## src/rtl/sha256_pkg.sv

```systemverilog
// Shared SHA-256 definitions: initial hash value, round functions, FSM states.
package sha256_pkg;

  localparam int WORDS_PER_BLOCK = 16;
  localparam int NUM_ROUNDS      = 64;

  localparam logic [255:0] IV = {
    32'h6a09e667, 32'hbb67ae85, 32'h3c6ef372, 32'ha54ff53a,
    32'h510e527f, 32'h9b05688c, 32'h1f83d9ab, 32'h5be0cd19
  };

  typedef enum logic [2:0] {IDLE, LOAD, ROUND, UPDATE, DONE} state_t;

  function automatic logic [31:0] rotr(input logic [31:0] x, input int n);
    return (x >> n) | (x << (32 - n));
  endfunction

  function automatic logic [31:0] bsig0(input logic [31:0] x);
    return rotr(x, 2) ^ rotr(x, 13) ^ rotr(x, 22);
  endfunction

  function automatic logic [31:0] bsig1(input logic [31:0] x);
    return rotr(x, 6) ^ rotr(x, 11) ^ rotr(x, 25);
  endfunction

  function automatic logic [31:0] ssig0(input logic [31:0] x);
    return rotr(x, 7) ^ rotr(x, 18) ^ (x >> 3);
  endfunction

  function automatic logic [31:0] ssig1(input logic [31:0] x);
    return rotr(x, 17) ^ rotr(x, 19) ^ (x >> 10);
  endfunction

  function automatic logic [31:0] ch(input logic [31:0] x, input logic [31:0] y,
                                     input logic [31:0] z);
    return (x & y) ^ (~x & z);
  endfunction

  function automatic logic [31:0] maj(input logic [31:0] x, input logic [31:0] y,
                                      input logic [31:0] z);
    return (x & y) ^ (x & z) ^ (y & z);
  endfunction

endpackage

```

## src/rtl/sha256_msg_schedule.sv

```systemverilog
// Sliding 16-word message window; slot 0 is W_t. Load mode shifts in input
// words, expand mode shifts in the next schedule word W_{t+16}.
module sha256_msg_schedule
  import sha256_pkg::*;
(
  input  logic        clk,
  input  logic        rst,
  input  logic        load_en,
  input  logic        expand_en,
  input  logic [31:0] din,
  output logic [31:0] wt
);

  logic [31:0] w [16];
  logic [31:0] w_next;

  always_comb w_next = ssig1(w[14]) + w[9] + ssig0(w[1]) + w[0];

  always_ff @(posedge clk or posedge rst) begin
    if (rst) begin
      for (int i = 0; i < 16; i++) w[i] <= '0;
    end else if (load_en || expand_en) begin
      for (int i = 0; i < 15; i++) w[i] <= w[i+1];
      w[15] <= load_en ? din : w_next;
    end
  end

  assign wt = w[0];

endmodule

```

## src/rtl/sha256_compress.sv

```systemverilog
// Iterative SHA-256 compression core, one round per cycle, external K ROM.
//   state  | meaning
//   IDLE   | waiting for word 0; picks IV or chained H as starting point
//   LOAD   | accepting message words 1..15
//   ROUND  | 64 compression rounds, k_idx = t
//   UPDATE | fold working variables into H
//   DONE   | digest_valid pulse
module sha256_compress
  import sha256_pkg::*;
(
  input  logic         clk,
  input  logic         rst,
  input  logic         first_block,
  input  logic         w_valid,
  output logic         w_ready,
  input  logic [31:0]  w_data,
  output logic [5:0]   k_idx,
  input  logic [31:0]  k_val,
  output logic         busy,
  output logic [255:0] digest,
  output logic         digest_valid
);

  state_t      state_q, state_d;
  logic [3:0]  cnt_q;
  logic [5:0]  rnd_q;
  logic [31:0] hv [8];
  logic [31:0] wv [8];
  logic        load_en, expand_en;
  logic [31:0] wt, t1, t2;

  sha256_msg_schedule u_sched (
    .clk       (clk),
    .rst       (rst),
    .load_en   (load_en),
    .expand_en (expand_en),
    .din       (w_data),
    .wt        (wt)
  );

  always_ff @(posedge clk or posedge rst) begin
    if (rst) state_q <= IDLE;
    else     state_q <= state_d;
  end

  always_comb begin
    state_d      = state_q;
    w_ready      = 1'b0;
    k_idx        = '0;
    busy         = (state_q != IDLE);
    digest_valid = 1'b0;
    load_en      = 1'b0;
    expand_en    = 1'b0;
    case (state_q)
      IDLE: begin
        w_ready = 1'b1;
        if (w_valid) begin
          load_en = 1'b1;
          state_d = LOAD;
        end
      end
      LOAD: begin
        w_ready = 1'b1;
        if (w_valid) begin
          load_en = 1'b1;
          if (cnt_q == 4'(WORDS_PER_BLOCK - 1)) state_d = ROUND;
        end
      end
      ROUND: begin
        k_idx     = rnd_q;
        expand_en = 1'b1;
        if (rnd_q == 6'(NUM_ROUNDS - 1)) state_d = UPDATE;
      end
      UPDATE: state_d = DONE;
      DONE: begin
        digest_valid = 1'b1;
        state_d      = IDLE;
      end
      default: state_d = IDLE;
    endcase
  end

  always_comb begin
    t1 = wv[7] + bsig1(wv[4]) + ch(wv[4], wv[5], wv[6]) + k_val + wt;
    t2 = bsig0(wv[0]) + maj(wv[0], wv[1], wv[2]);
  end

  always_ff @(posedge clk or posedge rst) begin
    if (rst) begin
      cnt_q <= '0;
      rnd_q <= '0;
      for (int i = 0; i < 8; i++) begin
        hv[i] <= IV[255-32*i -: 32];
        wv[i] <= '0;
      end
    end else begin
      case (state_q)
        IDLE: if (w_valid) begin
          cnt_q <= 4'd1;
          rnd_q <= '0;
          for (int i = 0; i < 8; i++) begin
            if (first_block) begin
              hv[i] <= IV[255-32*i -: 32];
              wv[i] <= IV[255-32*i -: 32];
            end else begin
              wv[i] <= hv[i];
            end
          end
        end
        // cnt_q wraps to 0 on the 16th word
        LOAD: if (w_valid) cnt_q <= cnt_q + 4'd1;
        ROUND: begin
          rnd_q <= rnd_q + 6'd1;
          wv[0] <= t1 + t2;
          wv[1] <= wv[0];
          wv[2] <= wv[1];
          wv[3] <= wv[2];
          wv[4] <= wv[3] + t1;
          wv[5] <= wv[4];
          wv[6] <= wv[5];
          wv[7] <= wv[6];
        end
        UPDATE: for (int i = 0; i < 8; i++) hv[i] <= hv[i] + wv[i];
        default: ;
      endcase
    end
  end

  assign digest = {hv[0], hv[1], hv[2], hv[3], hv[4], hv[5], hv[6], hv[7]};

endmodule

```

## config.mk

```make
export PLATFORM = sky130hd
export DESIGN_NAME = sha256_compress
export DESIGN_NICKNAME = d
export VERILOG_FILES = /design/src/rtl/sha256_pkg.sv /design/src/rtl/sha256_msg_schedule.sv /design/src/rtl/sha256_compress.sv
export SDC_FILE = /design/constraint.sdc
export NUM_CORES = 2
export LEC_CHECK = 0
export CAP_MARGIN = 25
export CORE_ASPECT_RATIO = 1.2
export CORE_MARGIN = 5
export CORE_UTILIZATION = 65
export CTS_BUF_LIST = sky130_fd_sc_hd__clkbuf_2 sky130_fd_sc_hd__clkbuf_4 sky130_fd_sc_hd__clkbuf_8
export CTS_CLUSTER_SIZE = 24
export DETAILED_ROUTE_END_ITERATION = 7
export GPL_ROUTABILITY_DRIVEN = 0
export HOLD_SLACK_MARGIN = 0.05
export PLACE_DENSITY = 0.85
export SETUP_SLACK_MARGIN = 0.02
export SYNTH_ARGS = -nofsm -noshare
export SYNTH_HDL_FRONTEND = slang
export SYNTH_SLANG_ARGS = --single-unit
```

## constraint.sdc

```tcl
create_clock -name clk -period 80.6 [get_ports clk]
set_input_delay 16.12 -clock clk [delete_from_list [all_inputs] [get_ports clk]]
set_output_delay 16.12 -clock clk [all_outputs]
set_load 0.005 [all_outputs]
```

Word level (Yosys, flattened, before mapping). Cells that the tools add are included.

Bitwise logic cells: 27. Reductions and logical operators: 11. Multiplexer cells: 28. Add/sub/neg operators: 20. Equal/unequal tests: 10.

Operators with widths (number): 256-bit case mux with 2 select lines (2); 32-bit adder (18); 32-bit two-way mux (9); 32-bit XOR (9); 256-bit two-way mux (1); 32-bit bitwise AND (5); 32-bit NOT (1); 10-bit by 32-bit OR with 32-bit output (1); 13-bit by 32-bit OR with 32-bit output (1); 14-bit by 32-bit OR with 32-bit output (1); 15-bit by 32-bit OR with 32-bit output (1); 19-bit by 32-bit OR with 32-bit output (1); 21-bit by 32-bit OR with 32-bit output (1); 25-bit by 32-bit OR with 32-bit output (1); 26-bit by 32-bit OR with 32-bit output (1); 30-bit by 32-bit OR with 32-bit output (1); 7-bit by 32-bit OR with 32-bit output (1); 32-bit by 22-bit XOR with 32-bit output (1); 32-bit by 29-bit XOR with 32-bit output (1); 3-bit two-way mux (4); 6-bit two-way mux (2); 3-bit case mux with 4 select lines (1); 6-bit case mux with 2 select lines (1); 4-bit two-way mux (2); other kinds (18) (29).

Input port bits: 68. Flip-flop bits (word level): 1037. Word-level logic and storage cells: 131. Output and inout bits: 265.

Logic depth before layout (Yosys ltp).
Depth in word-level cells: 9. Mapped depth: 34. Depth with buffers taken out: 33.

Cells and area by module. From an unflattened synthesis, not the netlist that was laid out.

Cells, all modules: 6876. Area total of the unflattened synthesis: 67110.6 um^2.

By module, submodules not included: sha256_compress (times used 1, area an instance 43416.6 um^2, cells each 5088, sequential area each 13307.8 um^2); sha256_msg_schedule (times used 1, area an instance 23694.0 um^2, cells each 1788, sequential area each 12812.3 um^2).

Worst setup path before layout. OpenSTA, ideal clock, no wires.

Path kind: input-to-output. Start: input w_valid. End: output k_idx[0]. Setup slack: 47.569 ns. Data required time: 64.480 ns. Cell stages on the path: 4. Buffers on the path: 1. Arrival time: 16.911 ns. Path through: nand2_1 -> a21oi_1 -> clkbuf_1 -> and3_1.

RTL lines: start, declared (line sha256_compress.sv:14) `input logic w_valid,`; end, declared (line sha256_compress.sv:17) `output logic [5:0] k_idx,`.

==> flow_summary.html <==
<table>
<tr><th>Metric</th><th>Value</th></tr>
<tr><th colspan="2">Flow run</th></tr>
<tr><td>Max-cap check violation count</td><td>0</td></tr>
<tr><th colspan="2">Clocking</th></tr>
<tr><td>Clock latency on the worst-skew pair</td><td>0.89 ns</td></tr>
<tr><td>H-tree levels</td><td>4</td></tr>
<tr><td>Clock sink count</td><td>1037</td></tr>
<tr><td>Number of hold buffers added after cts</td><td>0</td></tr>
<tr><td>Clock-pin slew reported for the worst setup and hold paths after clock tree synthesis</td><td>0.06 ns</td></tr>
<tr><td>Quantity of gates resized following cts</td><td>0</td></tr>
<tr><td>Longest Clk Path Bufs</td><td>3</td></tr>
<tr><td>Number of buffers added by the clock tree synthesis step</td><td>164</td></tr>
<tr><td>Root buffer cell</td><td>sky130_fd_sc_hd__clkbuf_8</td></tr>
<tr><td>Number of buffers inserted by post-CTS setup repair</td><td>0</td></tr>
<tr><td>TritonCTS clock tree</td><td>built</td></tr>
<tr><th colspan="2">Timing</th></tr>
<tr><td>Final Slew Violations</td><td>0</td></tr>
<tr><td>Total negative slack</td><td>0 ns</td></tr>
<tr><td>Final critical-path share of the clock period</td><td>0.428</td></tr>
<tr><td>Smallest hold slack</td><td>0.451 ns</td></tr>
<tr><td>Maximum frequency from static timing analysis</td><td>0.0290 GHz</td></tr>
<tr><td>Setup repair after global routing missed its margin</td><td>no</td></tr>
<tr><td>Relative slew margins</td><td>0.0319</td></tr>
<tr><td>Minimum clock period after layout</td><td>34.48 ns</td></tr>
<tr><td>Endpoints failing hold</td><td>0</td></tr>
<tr><td>Measured slew at the worst slew-check pin</td><td>1.45 ns</td></tr>
<tr><td>Layout Skew</td><td>0.0525 ns</td></tr>
<tr><td>Setup Viol. Count Final</td><td>0</td></tr>
<tr><th colspan="2">Synthesis</th></tr>
<tr><td>Post-synthesis cell count</td><td>7723</td></tr>
<tr><td>Number of different library cells in the post-synthesis netlist</td><td>97</td></tr>
<tr><td>Ys Warns</td><td>0</td></tr>
<tr><td>Post-synth EDFFs</td><td>0</td></tr>
<tr><td>Predominant post-synthesis flop cell</td><td>sky130_fd_sc_hd__dfrtp_1</td></tr>
<tr><td>Fraction of the yosys area taken by sequential cells</td><td>0.391</td></tr>
<tr><td>Flop and latch count out of synthesis</td><td>1037</td></tr>
<tr><td>Net count after synthesis</td><td>8360</td></tr>
<tr><td>Synthesized area</td><td>66800 um2</td></tr>
<tr><td>Proportion of synthesized flip-flops having asynchronous set or reset</td><td>1.00</td></tr>
<tr><td>Average size of a mapped cell</td><td>8.64 um2</td></tr>
<tr><th colspan="2">Critical path</th></tr>
<tr><td>Data required time at the worst endpoint</td><td>64.48 ns</td></tr>
<tr><td>Most used cell, CP</td><td>sky130_fd_sc_hd__clkdlybuf4s50_1</td></tr>
<tr><td>Arrival time at the worst endpoint</td><td>18.36 ns</td></tr>
<tr><td>Critical path start-end classification</td><td>in -&gt; out</td></tr>
<tr><td>Largest stage delay on the critical path</td><td>0.72 ns</td></tr>
<tr><td>Type of element launching the critical path</td><td>input port</td></tr>
<tr><td>Cell with the biggest individual delay on the critical path</td><td>sky130_fd_sc_hd__a21oi_4</td></tr>
<tr><td>Internal reg-to-reg setup slack</td><td>71.90 ns</td></tr>
<tr><td>Worst flop-to-flop path endpoint</td><td>wv[252]$_DFFE_PP0P_</td></tr>
<tr><td>Launch point of the worst reg-to-reg path</td><td>wv[114]$_DFFE_PP0P_</td></tr>
<tr><td>Maximum fanout count along the critical path</td><td>36</td></tr>
<tr><td>Crit-path cells</td><td>clkdlybuf4s50_1, nand2_1, a21oi_4, and3_1, clkdlybuf4s50_1</td></tr>
<tr><td>Endpoint type of the worst setup path</td><td>output port</td></tr>
<tr><td>Register-to-Register Path Depth</td><td>30</td></tr>
<tr><th colspan="2">Die</th></tr>
<tr><td>Standard-cell rows</td><td>128</td></tr>
<tr><td>Area of the core</td><td>102000 um2</td></tr>
<tr><td>Die width</td><td>303 um</td></tr>
<tr><td>Die ar.</td><td>109000 um2</td></tr>
<tr><td>Die extent in y</td><td>361 um</td></tr>
<tr><td>Starting Density</td><td>0.656</td></tr>
<tr><td>Boundary pin count</td><td>333</td></tr>
<tr><th colspan="2">Route</th></tr>
<tr><td>Total length of routed wires</td><td>221000 um</td></tr>
<tr><td>Routed wire length per instance</td><td>23.7 um</td></tr>
<tr><td>Overall via count from detail_route</td><td>59600</td></tr>
<tr><td>Number of routed nets with antenna violations</td><td>0</td></tr>
<tr><td>DRC violation count after routing</td><td>0</td></tr>
<tr><td>Via count normalized by instance count</td><td>6.38</td></tr>
<tr><td>DR iter-0 viols</td><td>7102</td></tr>
<tr><td>First drt pass iteration count</td><td>8</td></tr>
<tr><th colspan="2">Finish</th></tr>
<tr><td>Leading cell types in the layout, fill and taps excluded</td><td>sky130_fd_sc_hd__nand2_1, sky130_fd_sc_hd__dfrtp_1, sky130_fd_sc_hd__o21ai_0, sky130_fd_sc_hd__a21oi_1, sky130_fd_sc_hd__inv_1</td></tr>
<tr><td>Post-route cell area</td><td>74500 um2</td></tr>
<tr><td>Leading cell type in the layout, fill and taps excluded</td><td>sky130_fd_sc_hd__nand2_1</td></tr>
<tr><td>Area grow syn2layout</td><td>11.6%</td></tr>
<tr><td>Share of post-route cells with drive strength above 1</td><td>0.0746</td></tr>
<tr><td>Core Util, Final</td><td>0.733</td></tr>
<tr><td>Number of nets in the layout</td><td>8474</td></tr>
<tr><th colspan="2">GRT</th></tr>
<tr><td>Pin count of the biggest net entering global routing</td><td>262</td></tr>
<tr><td>Number of antenna violations at the first check in global routing</td><td>5</td></tr>
<tr><td>Vias in the first global route</td><td>58000</td></tr>
<tr><td>Global route overflow</td><td>0</td></tr>
<tr><td>Aggregate global-route resource usage</td><td>0.398</td></tr>
<tr><td>Global-route wire length before repair</td><td>336000 um</td></tr>
<tr><th colspan="2">Worst hold path</th></tr>
<tr><td>Cells on Worst Hold Path</td><td>2</td></tr>
<tr><td>Type of the worst min-delay path</td><td>reg -&gt; reg</td></tr>
<tr><td>Worst min-delay path endpoint</td><td>u_sched.w[316]$_DFFE_PP0P_</td></tr>
<tr><td>Start point of the worst min-delay path</td><td>u_sched.w[284]$_DFFE_PP0P_</td></tr>
<tr><th colspan="2">Placement</th></tr>
<tr><td>Half-perimeter wire length after placement</td><td>156000 um</td></tr>
<tr><td>Count of port buffers added during placement</td><td>332</td></tr>
<tr><td>Placed inst area</td><td>70700 um2</td></tr>
<tr><th colspan="2">Outcome</th></tr>
<tr><td>Run status</td><td>completed</td></tr>
</table>
[worst max-delay path by stage]
stage               startpoint                    to  slack (ns)
finish                 w_valid              k_idx[5]       46.12
global route           w_valid              k_idx[5]       45.98
CTS                    w_valid              k_idx[5]       46.10
detailed placement     w_valid              k_idx[5]       46.11
global placement       w_valid              k_idx[0]       46.16
floorplan                  rst  cnt_q[0]$_DFFE_PP0P_       35.52
[worst max-delay path, delay by kind of cell]
kind	cells	cell delay, ns
compound gates	1	0.72
buf+inv	2	1.03
simple gates	2	0.48
[state kept, by name, summed over array words and instances, names as in the netlist]
signal	cells
digest	256
u_sched.w	480
u_sched.wt	32
wv	256
rnd_q	6
state_q	3
cnt_q	4
[cell families after synthesis]
family / Yosys count / share of synthesized area
xor+xnor: 555 / 0.0728
simple gates: 2857 / 0.185
buf+inv: 876 / 0.0498
fa+ha+maj: 572 / 0.129
flops: 1037 / 0.391
compound gates: 1774 / 0.163
mux: 52 / 0.00838
[metrics by stage]
| stage | instances | setup WS, ns |
|---|---|---|
| after floorplan | 7723 | 35.52 |
| after global placement | 9031 | 46.16 |
| after detailed placement | 9032 | 46.11 |
| after CTS | 9337 | 46.10 |
| after global routing | 9345 | 45.98 |
| final | 9346 | 46.12 |
[synthesized netlist by cell type, types with 16 or more instances]
library cell	n	area share
sky130_fd_sc_hd__dfrtp_1	901	0.34
sky130_fd_sc_hd__inv_1	430	0.024
sky130_fd_sc_hd__o31ai_1	27	0.0030
sky130_fd_sc_hd__a211o_1	17	0.0022
sky130_fd_sc_hd__o21bai_1	42	0.0047
sky130_fd_sc_hd__mux2_2	30	0.0051
sky130_fd_sc_hd__a31oi_1	41	0.0038
sky130_fd_sc_hd__nor3_1	123	0.0092
sky130_fd_sc_hd__xor2_1	210	0.028
sky130_fd_sc_hd__nand3b_1	16	0.0018
sky130_fd_sc_hd__o21a_1	55	0.0062
sky130_fd_sc_hd__a22oi_1	31	0.0035
sky130_fd_sc_hd__a21oi_1	487	0.037
sky130_fd_sc_hd__and3_1	43	0.0040
sky130_fd_sc_hd__xnor2_1	345	0.045
sky130_fd_sc_hd__buf_1	40	0.0022
sky130_fd_sc_hd__or3_1	95	0.0089
sky130_fd_sc_hd__a211oi_1	58	0.0065
sky130_fd_sc_hd__dfstp_2	136	0.054
sky130_fd_sc_hd__fa_1	195	0.058
sky130_fd_sc_hd__nand2b_1	56	0.0052
sky130_fd_sc_hd__o211ai_1	35	0.0039
sky130_fd_sc_hd__ha_1	374	0.070
sky130_fd_sc_hd__mux2i_1	21	0.0031
sky130_fd_sc_hd__o21ai_0	518	0.039
sky130_fd_sc_hd__a21o_1	186	0.021
sky130_fd_sc_hd__nor3b_1	106	0.012
sky130_fd_sc_hd__nor2_1	392	0.022
sky130_fd_sc_hd__nand2_1	1762	0.099
sky130_fd_sc_hd__nand4_1	16	0.0015
sky130_fd_sc_hd__o21ai_1	60	0.0045
sky130_fd_sc_hd__nor2b_1	43	0.0040
sky130_fd_sc_hd__clkbuf_1	391	0.022
sky130_fd_sc_hd__o22ai_1	71	0.0067
sky130_fd_sc_hd__nand3_1	138	0.010
[layer usage]
layer  vias to the layer above  GRT usage  routed length (um)
met5                         -          0                   0
met4                         0      0.353               25200
met3                      1218      0.110               26900
met2                      3860      0.585               94700
met1                     28300      0.478               74400
li1                      26300          -                   -
[layout make-up]
class,instances,area [um2]
diodes,5,12.5
clock buffers,251,3110
clock inverters,54,609
fillers,7143,27200
inverters,432,1630
multi-input cells,5810,37400
flip-flops and latches,1037,26100
well taps,1365,1710
repair buffers,392,3910
Power is not shown: default switching activity piles up to over one toggle a cycle in this logic, so the estimate is an artifact.
